File: config.mk
export PLATFORM = sky130hd
export DESIGN_NAME = dice_roller
export DESIGN_NICKNAME = d
export VERILOG_FILES = /design/src/rtl/dice_roller.sv
export SDC_FILE = /design/constraint.sdc
export NUM_CORES = 1
export LEC_CHECK = 0
export BUFFER_PORTS_ARGS = -buffer_cell sky130_fd_sc_hd__buf_2
export CELL_PAD_IN_SITES_DETAIL_PLACEMENT = 1
export CELL_PAD_IN_SITES_GLOBAL_PLACEMENT = 1
export CORE_MARGIN = 1.5
export CORE_UTILIZATION = 45
export CTS_BUF_LIST = sky130_fd_sc_hd__clkbuf_16
export DETAILED_ROUTE_END_ITERATION = 8
export PLACE_DENSITY = 0.75
export SLEW_MARGIN = 20
export SYNTH_ARGS = -nofsm -noshare
export SYNTH_HDL_FRONTEND = slang
export SYNTH_SLANG_ARGS = --single-unit
File: constraint.sdc
create_clock -name Clk -period 8 [get_ports Clk]
set_input_delay 1.2 -clock Clk [delete_from_list [all_inputs] [get_ports Clk]]
set_output_delay 1.2 -clock Clk [all_outputs]
set_load 0.1 [all_outputs]
File: src/rtl/dice_roller.sv
// dice_roller: turns a raw, bouncy push-button into a dice throw.
// While the button is held the face spins through 1..6. On release the
// spin slows over SLOW_STEPS advances, each one longer than the last,
// and then settles.
//
// Ports:
//   Clk     - single clock, all logic on its rising edge
//   Reset   - synchronous, active-high reset
//   RollBtn - raw push-button, asynchronous to Clk, active-high
//   BinOut  - current face: 0 (blank, before the first throw) or 1..6
//   Rolling - high while the face is spinning or slowing down
//   Done    - one-cycle pulse once the final face has settled
module dice_roller #(
  parameter int DEBOUNCE_CYCLES = 50000,
  parameter int ROLL_DIV        = 2500000,
  parameter int SLOW_STEPS      = 6
) (
  input  logic       Clk,
  input  logic       Reset,
  input  logic       RollBtn,
  output logic [3:0] BinOut,
  output logic       Rolling,
  output logic       Done
);

  localparam int TICK_W = $clog2(ROLL_DIV * (SLOW_STEPS + 1)) + 1;
  localparam int DB_W   = $clog2(DEBOUNCE_CYCLES) + 1;
  localparam int STEP_W = $clog2(SLOW_STEPS + 1) + 1;

  localparam logic [TICK_W-1:0] ROLL_LAST = TICK_W'(ROLL_DIV - 1);
  localparam logic [DB_W-1:0]   DB_LAST   = DB_W'(DEBOUNCE_CYCLES - 1);
  localparam logic [STEP_W-1:0] LAST_STEP = STEP_W'(SLOW_STEPS);

  typedef enum logic [1:0] {
    IDLE,
    ROLL,
    SLOW
  } state_t;

  logic              btn_meta;
  logic              btn_sync;
  logic              btn_clean;
  logic              btn_clean_d;
  logic [DB_W-1:0]   db_count;
  logic              btn_rise;

  state_t            state;
  state_t            next_state;
  logic [TICK_W-1:0] tick;
  logic [TICK_W-1:0] next_tick;
  logic [STEP_W-1:0] step;
  logic [STEP_W-1:0] next_step;
  logic [TICK_W-1:0] slow_limit;
  logic              advance;
  logic              finish;
  logic [3:0]        next_face;

  // Two-flop synchronizer followed by a debouncer: the clean level only
  // follows the synchronized button after DEBOUNCE_CYCLES consecutive
  // cycles of disagreement, so short bounces just reset the counter.
  always_ff @(posedge Clk) begin
    if (Reset) begin
      btn_meta    <= 1'b0;
      btn_sync    <= 1'b0;
      btn_clean   <= 1'b0;
      btn_clean_d <= 1'b0;
      db_count    <= '0;
    end else begin
      btn_meta    <= RollBtn;
      btn_sync    <= btn_meta;
      btn_clean_d <= btn_clean;
      if (btn_sync == btn_clean) begin
        db_count <= '0;
      end else if (db_count == DB_LAST) begin
        btn_clean <= btn_sync;
        db_count  <= '0;
      end else begin
        db_count <= db_count + DB_W'(1);
      end
    end
  end

  // Edge, not level: a button already held when IDLE is re-entered
  // must not start a new throw.
  assign btn_rise = btn_clean & ~btn_clean_d;

  // SLOW step k waits ROLL_DIV*(k+1) cycles, so each advance is one
  // ROLL_DIV period longer than the previous one.
  assign slow_limit = TICK_W'(ROLL_DIV * (int'(step) + 1) - 1);

  always_comb begin
    next_state = state;
    next_tick  = tick;
    next_step  = step;
    advance    = 1'b0;
    finish     = 1'b0;
    case (state)
      IDLE: begin
        next_tick = '0;
        next_step = '0;
        if (btn_rise) begin
          next_state = ROLL;
        end
      end
      ROLL: begin
        // Release takes priority; the hand-off cycle never advances.
        if (!btn_clean) begin
          next_state = SLOW;
          next_tick  = '0;
          next_step  = STEP_W'(1);
        end else if (tick == ROLL_LAST) begin
          advance   = 1'b1;
          next_tick = '0;
        end else begin
          next_tick = tick + TICK_W'(1);
        end
      end
      SLOW: begin
        if (tick == slow_limit) begin
          advance   = 1'b1;
          next_tick = '0;
          if (step == LAST_STEP) begin
            next_state = IDLE;
            next_step  = '0;
            finish     = 1'b1;
          end else begin
            next_step = step + STEP_W'(1);
          end
        end else begin
          next_tick = tick + TICK_W'(1);
        end
      end
      default: begin
        next_state = IDLE;
        next_tick  = '0;
        next_step  = '0;
      end
    endcase
  end

  // Faces cycle 1..6; blank (0) only exists until the first advance.
  always_comb begin
    next_face = BinOut;
    if (advance) begin
      next_face = (BinOut == 4'd6) ? 4'd1 : BinOut + 4'd1;
    end
  end

  // Outputs are registered from next-state values so Rolling and Done
  // change on the very edge the FSM moves.
  always_ff @(posedge Clk) begin
    if (Reset) begin
      state   <= IDLE;
      tick    <= '0;
      step    <= '0;
      BinOut  <= 4'd0;
      Rolling <= 1'b0;
      Done    <= 1'b0;
    end else begin
      state   <= next_state;
      tick    <= next_tick;
      step    <= next_step;
      BinOut  <= next_face;
      Rolling <= (next_state != IDLE);
      Done    <= finish;
    end
  end

endmodule
==> metrics.txt, run 1 <==
total gr overflow 0; Max Cap Viol 0; Clock Sinks about 60; placed cell count roughly 740; Final setup viols 0; Final Skew around 0.0057 ns; initial detailed-routing violation count between 200 and 250; slew margin rel. between 40 and 50%; Fin. Hold Viols 0; Pwr per Cell Area around 130 nW/µm²; CTS Buf Count 9; share of cells above drive strength 1 about a tenth; leakage around 2.1 nW; Die X roughly 110 µm; Die Ht between 100 and 150 µm; dominant synthesized flop cell dfxtp_1; Arr. time, crit path 6.86 ns; Setup CP Type flip-flop to flip-flop; FMAX about 150 MHz; H-tree depth 3; Max Slew Vio Count 0; Worst-Skew Late Latency roughly 0.33 ns; CP required between 8 and 9 ns; total track usage 23.9%; synthesized area between 5000 and 6000 µm²; ys async rst share 0%; Crit Path Max Fanout 26; worst vdd ir roughly 0.00014 V; vias in the first global route ~4.6k; post-cts resize count 0; status complete, no violations; area occupied by multi-input gates approximately 3700 µm²; crit end category flip-flop; average size of a mapped cell between 8 and 9 µm²; Reg area between 1000 and 1500 µm²; Post-CTS Setup Repair Bufs 0; DR vias/cell approximately 5.8; cts hold-fix bufs 0; drt first pass iters 5; register area share after synthesis between 20% and 30%; die area around 12000 µm²; Area growth syn-to-layout 8.24%; clock-pin slew on the worst setup and hold paths about 0.050 ns; total wire length approximately 13 mm; worst slack, placed 1.34 ns; DRC 0; post-place instance area 5160 µm²; Final Cycle Share a little over four fifths; PnR worst setup slack 1.34 ns; initial antenna violation count 0; most common cell after layout, fill and taps aside nor2_1; Min-Delay Path Class flip-flop to flip-flop; post-route ant nets 0; placement row count 38; EDFF count, synth 0; crit start category flip-flop; post-synthesis cell count 611; DR WL/cell roughly 18 µm; global-route wire length before repair between 20 and 25 mm; CTS tree done; largest net degree at the start of global routing 27; Root Buffer clkbuf_16; # IOs 9; nets between 600 and 700; Via Count roughly 4.4k; synthesis warning total 0; RSZ-0062 raised after global routing false; Synth cell types 79; actual slew at the worst max-slew pin around 0.8 ns; Total Power between 0.7 and 0.8 mW; Core Region roughly 11000 µm²; Initial Utilization roughly 46%; Design Area, Final between 5000 and 6000 µm²; routability cong. between 0.8 and 0.9; CTS max path bufs 2; commonest non-fill, non-tap cells in the layout nor2_1 (74), dfxtp_1 (59), xnor2_1 (50), nand2_1 (43), ha_1 (43); number of synthesized register bits 59; DP HPWL 10.3 mm; min cycle time layout 6.66 ns; Layout Cells excl Fill 757; PortBufs 8; setup TNS 0 ns; ANT cells 0; fill count around 1.3k
-- worst max-delay path, cell delays in order (launching register included) --
cell     delay (ns)
dfxtp_1        0.61
nand3_1        0.15
xnor2_1        0.68
inv_1          0.14
ha_1           0.33
inv_1          0.10
fa_1           0.45
ha_1           0.31
ha_1           0.44
nand2_1        0.17
o31ai_4        0.35
a21oi_1        0.16
nor4_1         0.28
nor3_1         0.16
or4_4          0.59
xnor2_1        0.17
nor4_1         0.48
a31o_2         0.32
a21o_1         0.14
buf_4          0.37
nor2_1         0.11
-- cell type report --
type	instances	share of cell area [%]
Clock buffer	9	4.11
Clock inverter	7	1.55
Inverter	26	1.78
Multi-Input combinational cell	507	66.9
Sequential cell	59	21.6
Tap cell	140	3.20
Timing Repair Buffer	9	0.869
-- power breakdown --
group,leakage (nW),switching (mW),total [mW],internal (mW)
clock,0.159,0.139,0.409,0.269
combinational,1.45,0.0104,0.0159,0.00553
sequential,0.475,0.000355,0.295,0.295
-- through the flow --
step / util (%) / hold slack [ns]
final: 50.3 / 0.465
after global routing: 50.3 / 0.501
after CTS: 50.3 / 0.471
after detailed placement: 47.4 / 0.456
after global placement: 47.4 / 0.429
after floorplan: - / 0.414
-- cells in the mapped netlist, drive strengths merged (5+ instances only) --
master	number	area share (%)
nor2	84	7.5
dfxtp	59	23
xnor2	53	9.8
ha	43	11
nand2	43	3.2
xor2	31	5.4
nand3	28	3.0
inv	26	1.9
nor3	24	2.4
a21oi	20	2.3
o21ai	18	1.9
nand4	14	1.7
nor4	12	1.5
clkbuf	11	0.87
a21o	10	1.5
and3	10	1.2
buf	9	1.5
o211ai	9	1.3
or4	9	1.5
a211oi	7	1.5
and2	7	0.87
or3	7	0.96
nand2b	6	0.74
a31oi	5	0.74
nor2b	5	0.62
o31ai	5	1.4
or2	5	0.62
-- registers in the layout (all words and copies together) (netlist names) --
signal       flops
Done             1
btn_meta         1
BinOut           4
btn_clean        1
step             4
state            2
db_count        17
btn_sync         1
Rolling          1
btn_clean_d      1
tick            26
-- final timing paths --
kind | start | endpoint | slack (ns) | cells past startpoint
worst min register to register | btn_meta$_SDFF_PP0_ | btn_sync$_SDFF_PP0_ | 0.47 | 1
worst min-delay path | btn_meta$_SDFF_PP0_ | btn_sync$_SDFF_PP0_ | 0.47 | 1
worst max register to register | step[0]$_SDFFE_PP0P_ | tick[15]$_SDFF_PP0_ | 1.34 | 20
worst max-delay path | step[0]$_SDFFE_PP0P_ | tick[15]$_SDFF_PP0_ | 1.34 | 20
-- layer usage --
| metal | up-vias | track usage, % | wire [µm] | part of all wire [%] |
|---|---|---|---|---|
| met4 | 0 | 7.42 | 260 | 2.0 |
| met1 | 2158 | 29.7 | 6260 | 47 |
| met3 | 22 | 4.66 | 341 | 2.6 |
| met2 | 63 | 41.3 | 6440 | 48 |
| met5 | - | 0 | 0 | 0 |
| li1 | 2184 | - | - | - |
-- cell families after synthesis --
family / count (synthesis) / share of synthesized area [%]
adders and majority gates: 47 / 12.2
AOI/OAI and AO/OA: 105 / 16.2
and+or+nand+nor: 265 / 27.8
xor gates and xnor gates: 84 / 15.2
other: 1 / 0.0741
buffers and inverters: 46 / 4.30
DFF: 59 / 23.4
muxes: 4 / 0.816
Note: power is estimated with default switching activity, not from simulation.
==> inputs of run 2 (changes only) <==
--- a/config.mk
+++ b/config.mk
@@ -9,10 +9,10 @@
 export CELL_PAD_IN_SITES_DETAIL_PLACEMENT = 1
 export CELL_PAD_IN_SITES_GLOBAL_PLACEMENT = 1
 export CORE_MARGIN = 1.5
-export CORE_UTILIZATION = 45
+export CORE_UTILIZATION = 44
 export CTS_BUF_LIST = sky130_fd_sc_hd__clkbuf_16
 export DETAILED_ROUTE_END_ITERATION = 8
-export PLACE_DENSITY = 0.75
+export PLACE_DENSITY = 0.77
 export SLEW_MARGIN = 20
 export SYNTH_ARGS = -nofsm -noshare
 export SYNTH_HDL_FRONTEND = slang
==> constraint.sdc (replaced) <==
create_clock -name Clk -period 6.1 [get_ports Clk]
set_input_delay 0.915 -clock Clk [delete_from_list [all_inputs] [get_ports Clk]]
set_output_delay 0.915 -clock Clk [all_outputs]
set_load 0.1 [all_outputs]
==> run 2 against run 1 <==
Non-clock buffer count is 6 higher. Global-route usage is 0.14 points higher. Hold slack worse by 0.014 ns. Fmax is 14% higher. Largest power group unchanged. Highest routed layer unchanged.
==> metrics.txt, run 2 (synthesis gave the netlist of run 1 again) <==
status complete, no violations (unchanged); Clock Sinks 59 (unchanged); die area 12100 µm² (was 11900 µm²); DR vias/cell 5.82 (was 5.85); commonest non-fill, non-tap cells in the layout nor2_1 (73), dfxtp_1 (58), xnor2_1 (49), nand2_1 (43), ha_1 (41) (was nor2_1 (74), dfxtp_1 (59), xnor2_1 (50), nand2_1 (43), ha_1 (43)); post-layout util 50.7% (was 50.3%); Setup CP Type flip-flop to flip-flop (unchanged); post-route ant nets 0 (unchanged); cells on worst reg2reg path 23 (was 20); crit end category flip-flop (unchanged); Via Count 4441 (was 4427); initial detailed-routing violation count 222 (was 245); H-tree depth 3 (unchanged); DR WL/cell 17.9 µm (was 17.6 µm); slowest stage cell, crit path or4b_1 (was xnor2_1); R2R Path End tick[10]$_SDFF_PP0_ (was tick[15]$_SDFF_PP0_); drt first pass iters 4 (was 5); global-route wire length before repair 22.4 mm (was 22.2 mm); total gr overflow 0 (unchanged); RSZ-0062 raised after global routing false (unchanged); Initial Utilization 45.8% (was 46.4%); worst vdd ir 0.000181 V (was 0.000139 V); CP max stage delay 0.61 ns (was 0.68 ns); DP HPWL 10.8 mm (was 10.3 mm); FF-to-FF setup slack 0.28 ns (was 1.34 ns); routability cong. 0.895 (was 0.853); CP required 6.37 ns (was 8.20 ns); post-place instance area 5210 µm² (was 5160 µm²); min cycle time layout 5.82 ns (was 6.66 ns); largest register by flop count tick (unchanged); CTS Buf Count 9 (unchanged); CP endpoint tick[10]$_SDFF_PP0_ (was tick[15]$_SDFF_PP0_); vias in the first global route 4587 (was 4591); Pwr per Cell Area 160 nW/µm² (was 131 nW/µm²); worst hold path startpoint btn_meta$_SDFF_PP0_ (unchanged); Arr. time, crit path 6.10 ns (was 6.86 ns); most common cell after layout, fill and taps aside nor2_1 (unchanged); Max Cap Viol 0 (unchanged); total wire length 13.6 mm (was 13.3 mm); largest registers tick: 26 flops, db_count: 17 flops (unchanged); clock-pin slew on the worst setup and hold paths 0.05 ns (about the same); fill count 1354 (was 1326); reg2reg start step[0]$_SDFFE_PP0P_ (unchanged); Setup crit start step[0]$_SDFFE_PP0P_ (unchanged); Worst-Skew Late Latency 0.34 ns (was 0.33 ns); actual slew at the worst max-slew pin 0.662 ns (was 0.814 ns); Crit Path Max Fanout 26 (unchanged); Min-Delay Path Class flip-flop to flip-flop (unchanged); largest net degree at the start of global routing 27 (unchanged); CTS max path bufs 2 (unchanged); Die X 110 µm (was 109 µm); Design Area, Final 5590 µm² (was 5470 µm²); Max Slew Vio Count 0 (unchanged); slew margin rel. 55.5% (was 45.4%); Root Buffer clkbuf_16 (unchanged); Die Ht 110 µm (was 109 µm); PortBufs 8 (unchanged); total track usage 24.0% (was 23.9%); ANT cells 0 (unchanged); CTS tree done (unchanged); Final setup viols 0 (unchanged); crit-path cells buf_4 > nand3_1 > xnor2_2 > inv_1 > ha_1 > inv_1 > fa_1 > ha_1 > ha_1 > a21oi_4 > o31ai_4 > buf_4 > o31ai_4 > xnor2_2 > or4b_1 > o41ai_4 > o41ai_1 > a32oi_1 > o31ai_4 > a31o_2 > a21o_1 > buf_12 > nor2_1 (was nand3_1 > xnor2_1 > inv_1 > ha_1 > inv_1 > fa_1 > ha_1 > ha_1 > nand2_1 > o31ai_4 > a21oi_1 > nor4_1 > nor3_1 > or4_4 > xnor2_1 > nor4_1 > a31o_2 > a21o_1 > buf_4 > nor2_1); Final Cycle Share 95.4% (was 83.2%); DRC 0 (unchanged); FMAX 172 MHz (was 150 MHz); # IOs 9 (unchanged); share of cells above drive strength 1 12.7% (was 9.89%); placement row count 38 (unchanged); nets 668 (was 662); crit start category flip-flop (unchanged); Fin. Hold Viols 0 (unchanged); Largest register FFs 26 (unchanged); initial antenna violation count 0 (unchanged); Core Region 11000 µm² (was 10900 µm²); Area growth syn-to-layout 10.5% (was 8.24%); setup TNS 0 ns (unchanged); Final Skew 0.00833 ns (was 0.00574 ns); leakage 2.11 nW (was 2.08 nW)
[run 2: changes by cell type in the layout (fill, tap and decap cells not counted), moves of 2 or more]
cell	before	now
buf_4	1	6
clkinv_2	1	3
a21oi_1	18	16
ha_1	43	41
a21oi_2	1	3
[run 2: worst min-delay path by stage]
stage                                to  slack [ns]  cells after the start
finish              btn_sync$_SDFF_PP0_        0.45                      1
global route        btn_sync$_SDFF_PP0_        0.48                      1
CTS                 btn_sync$_SDFF_PP0_        0.46                      1
detailed placement  btn_sync$_SDFF_PP0_        0.44                      1
global placement    btn_sync$_SDFF_PP0_        0.43                      1
floorplan           btn_sync$_SDFF_PP0_        0.41                      1
[run 2: what timing repair did]
| item | in CTS | in global routing |
|---|---|---|
| resized for setup | 0 | 16 |
| hold buffers | 0 | 0 |
| setup endpoints to repair | 0 | 37 |
| buffers inserted | 0 | 1 |
[run 2: per-layer routing]
| layer | global-route usage, % | wire length [µm] |
|---|---|---|
| met3 | 3.64 | 625 |
| met2 | 42.6 | 6640 |
| met5 | 0 | 0 |
| met1 | 29.8 | 6180 |
| met4 | 7.78 | 186 |
[run 2: cell type report]
cell class,count,area (µm²),share of cell area (%)
multi-input cells,507,3740,67.0
flip-flops and latches,59,1180,21.2
clock inverters,7,60.1,1.07
well taps,140,175,3.13
inverters,26,97.6,1.75
clock buffers,9,225,4.03
repair buffers,15,105,1.88
[run 2: power by group]
part           internal [mW]  leakage, nW  switching (mW)
registers              0.387        0.476        0.000532
logic                0.00751         1.49          0.0138
clock network          0.310        0.144           0.175
[run 2: per-stage QoR]
stage,instances,setup WS (ns),hold WS [ns],power (mW)
floorplan,612,0.700,0.414,0.411
global placement,746,0.432,0.430,0.415
detailed placement,746,0.130,0.440,0.416
CTS,762,0.112,0.462,0.905
global route,763,0.00568,0.475,0.922
finish,763,0.279,0.451,0.893
[run 2: worst max-delay path: cells and delay by family, from the launching register on]
family / cells / cell delay [ns]
buffers and inverters: 5 / 0.71
adders and majority gates: 4 / 1.42
and+or+nand+nor: 3 / 0.86
DFF: 1 / 0.40
AOI/OAI and AO/OA: 9 / 1.98
xor gates and xnor gates: 2 / 0.36
==> inputs of run 3 (changes only) <==
--- a/config.mk
+++ b/config.mk
@@ -5,13 +5,13 @@
 export SDC_FILE = /design/constraint.sdc
 export NUM_CORES = 1
 export LEC_CHECK = 0
-export BUFFER_PORTS_ARGS = -buffer_cell sky130_fd_sc_hd__buf_2
 export CELL_PAD_IN_SITES_DETAIL_PLACEMENT = 1
 export CELL_PAD_IN_SITES_GLOBAL_PLACEMENT = 1
 export CORE_MARGIN = 1.5
-export CORE_UTILIZATION = 44
+export CORE_UTILIZATION = 45
 export CTS_BUF_LIST = sky130_fd_sc_hd__clkbuf_16
 export DETAILED_ROUTE_END_ITERATION = 8
+export DONT_BUFFER_PORTS = 1
 export PLACE_DENSITY = 0.77
 export SLEW_MARGIN = 20
 export SYNTH_ARGS = -nofsm -noshare
==> run 3 against run 2 <==
Sequential power barely moved. Flip-flop and latch count did not move. Utilization rose by 0.34 points. First-iteration DRC count rose by 11%. Via count fell by 0.11%. Final area fell by 0.63%. Total power rose by 9.2%. Critical path type unchanged. Critical endpoint is now tick[14]$_SDFF_PP0_. Highest routed layer unchanged.
==> metrics.txt, run 3 (synthesis gave the netlist of run 1 again) <==
status complete, no violations (unchanged); Logic pwr share 2.0% (was 2.4%); Flop pwr share 39.7% (was 43.3%); largest delay contributor family on the critical path adder cells (was compound AO/OA/AOI/OAI gates); internal power 0.787 mW (was 0.704 mW); CP required 6.31 ns (was 6.37 ns); Pwr per Cell Area 176 nW/µm² (was 160 nW/µm²); commonest non-fill, non-tap cells in the layout nor2_1 (74), dfxtp_1 (58), xnor2_1 (50), nand2_1 (43), ha_1 (42) (was nor2_1 (73), dfxtp_1 (58), xnor2_1 (49), nand2_1 (43), ha_1 (41)); nets 659 (was 668); Max Cap Viol 0 (unchanged); Reg area 1180 µm² (unchanged); CTS Buf Count 9 (unchanged); CTS tree done (unchanged); Final Skew 0.00624 ns (was 0.00833 ns); CP most frequent cell ha_1; Max Slew Vio Count 0 (unchanged); vias in the first global route 4498 (was 4587); min cycle time layout 5.75 ns (was 5.82 ns); PortBufs 0 (was 8); largest registers tick: 26 flops, db_count: 17 flops (unchanged); routability cong. 0.901 (was 0.895); Initial Utilization 46.4% (was 45.8%); sw frac 19.3% (was 21.2%); leakage 2.06 nW (was 2.11 nW); fill count 1298 (was 1354); total gr overflow 0 (unchanged); ANT cells 0 (unchanged); cts hold-fix bufs 0 (unchanged); Arr. time, crit path 5.96 ns (was 6.10 ns); worst vdd ir 0.000206 V (was 0.000181 V); Final setup viols 0 (unchanged); post-route ant nets 0 (unchanged); actual slew at the worst max-slew pin 1.09 ns (was 0.662 ns); DR vias/cell 5.88 (was 5.82); Setup CP Type flip-flop to flip-flop (unchanged); initial antenna violation count 0 (unchanged); Worst-Skew Late Latency 0.33 ns (was 0.34 ns); most common cell after layout, fill and taps aside nor2_1 (unchanged); Crit Path Max Fanout 26 (unchanged); Min-Delay Path Class flip-flop to flip-flop (unchanged); DRC 0 (unchanged); post-layout util 51.0% (was 50.7%); clock-pin slew on the worst setup and hold paths 0.05 ns (about the same); placement row count 38 (unchanged); largest net degree at the start of global routing 27 (unchanged); setup TNS 0 ns (unchanged); drt first pass iters 4 (unchanged); RSZ-0062 raised after global routing false (unchanged); Clock Sinks 59 (unchanged); H-tree depth 3 (unchanged); CP max stage delay 0.55 ns (was 0.61 ns); DR WL/cell 17.9 µm (about the same); Via Count 4436 (was 4441); share of cells above drive strength 1 10.7% (was 12.7%); Core Region 10900 µm² (was 11000 µm²); crit end category flip-flop (unchanged); Area growth syn-to-layout 9.85% (was 10.5%); CTS max path bufs 2 (unchanged); # IOs 9 (unchanged); initial detailed-routing violation count 246 (was 222); FMAX 174 MHz (was 172 MHz); slowest stage cell, crit path or4b_1 (unchanged); die area 11900 µm² (was 12100 µm²); total track usage 23.9% (was 24.0%); slew margin rel. 27.0% (was 55.5%); CP Buf/Inv Count 3 (was 5); DP HPWL 10.5 mm (was 10.8 mm); Sw Pwr 0.188 mW (was 0.189 mW); crit start category flip-flop (unchanged); Largest register FFs 26 (unchanged); area occupied by multi-input gates 3710 µm² (was 3740 µm²); largest register by flop count tick (unchanged); Clk pwr share 58.3% (was 54.3%); Fin. Hold Viols 0 (unchanged); crit-path cells inv_1 > ha_1 > clkinvlp_4 > ha_1 > ha_1 > ha_1 > fa_1 > nor4_1 > nor2b_1 > o21ai_1 > or4b_1 > o41ai_2 > nand2_1 > o31ai_2 > a31o_2 > a21o_1 > buf_12 > nor2_1 (was buf_4 > nand3_1 > xnor2_2 > inv_1 > ha_1 > inv_1 > fa_1 > ha_1 > ha_1 > a21oi_4 > o31ai_4 > buf_4 > o31ai_4 > xnor2_2 > or4b_1 > o41ai_4 > o41ai_1 > a32oi_1 > o31ai_4 > a31o_2 > a21o_1 > buf_12 > nor2_1); Final Cycle Share 94.3% (was 95.4%); total wire length 13.5 mm (was 13.6 mm); Root Buffer clkbuf_16 (unchanged); Die X 109 µm (was 110 µm); Die Ht 109 µm (was 110 µm); global-route wire length before repair 22.2 mm (was 22.4 mm)
==> run 3: cell count changes in the layout (fill, tap and decap cells not counted), moves of 2 or more <==
cell,previous run,this run
nor3_2,0,2
clkinv_1,1,3
buf_2,8,0
nor3_1,24,22
bufinv_16,1,3
clkinv_2,3,1
inv_1,27,25
==> run 3: final cells by class <==
type,instances,share of cell area [%]
sequential,59,21.3
clock buffer,9,4.05
clock inverter,7,1.91
tap,140,3.15
timing repair buffer,6,1.04
multi-input combinational,507,66.7
inverter,26,1.82
==> run 3: power by group through the flow <==
stage | Sequential, mW | Clock, mW | Combinational [mW]
global placement | 0.395 | 0 | 0.0181
detailed placement | 0.395 | 0 | 0.0191
global route | 0.387 | 0.590 | 0.0218
CTS | 0.387 | 0.573 | 0.0193
floorplan | 0.395 | 0 | 0.0160
finish | 0.387 | 0.569 | 0.0194
==> run 3: final timing paths <==
path / cells past startpoint / endpoint / slack [ns] / from
setup / recovery: 18 / tick[14]$_SDFF_PP0_ / 0.35 / step[0]$_SDFFE_PP0P_
hold / removal: 1 / btn_sync$_SDFF_PP0_ / 0.45 / btn_meta$_SDFF_PP0_
setup reg to reg: 18 / tick[14]$_SDFF_PP0_ / 0.35 / step[0]$_SDFFE_PP0P_
hold reg to reg: 1 / btn_sync$_SDFF_PP0_ / 0.45 / btn_meta$_SDFF_PP0_
==> run 3: through the flow <==
step | std cells | hold slack (ns) | power, mW | area, µm² | setup WS (ns)
5_1_grt | 754 | 0.485 | 0.998 | 5560 | 0.0438
3_5_place_dp | 738 | 0.436 | 0.414 | 5170 | 0.223
2_1_floorplan | 612 | 0.414 | 0.411 | 5060 | 0.700
6_report | 754 | 0.448 | 0.975 | 5560 | 0.350
4_1_cts | 754 | 0.454 | 0.980 | 5510 | 0.163
3_3_place_gp | 738 | 0.431 | 0.413 | 5170 | 0.333
==> run 3: what timing repair did <==
action,4_1_cts,5_1_grt
endpoints found under the setup margin,0,37
buffers inserted,0,0
hold endpoints to repair,0,0
gates resized for setup,0,11
==> run 3: routing by layer <==
| metal | wire (µm) | global-route usage (%) |
|---|---|---|
| met1 | 6410 | 31.4 |
| met2 | 6420 | 40.1 |
| met3 | 399 | 4.06 |
| met4 | 250 | 6.77 |
| met5 | 0 | 0 |
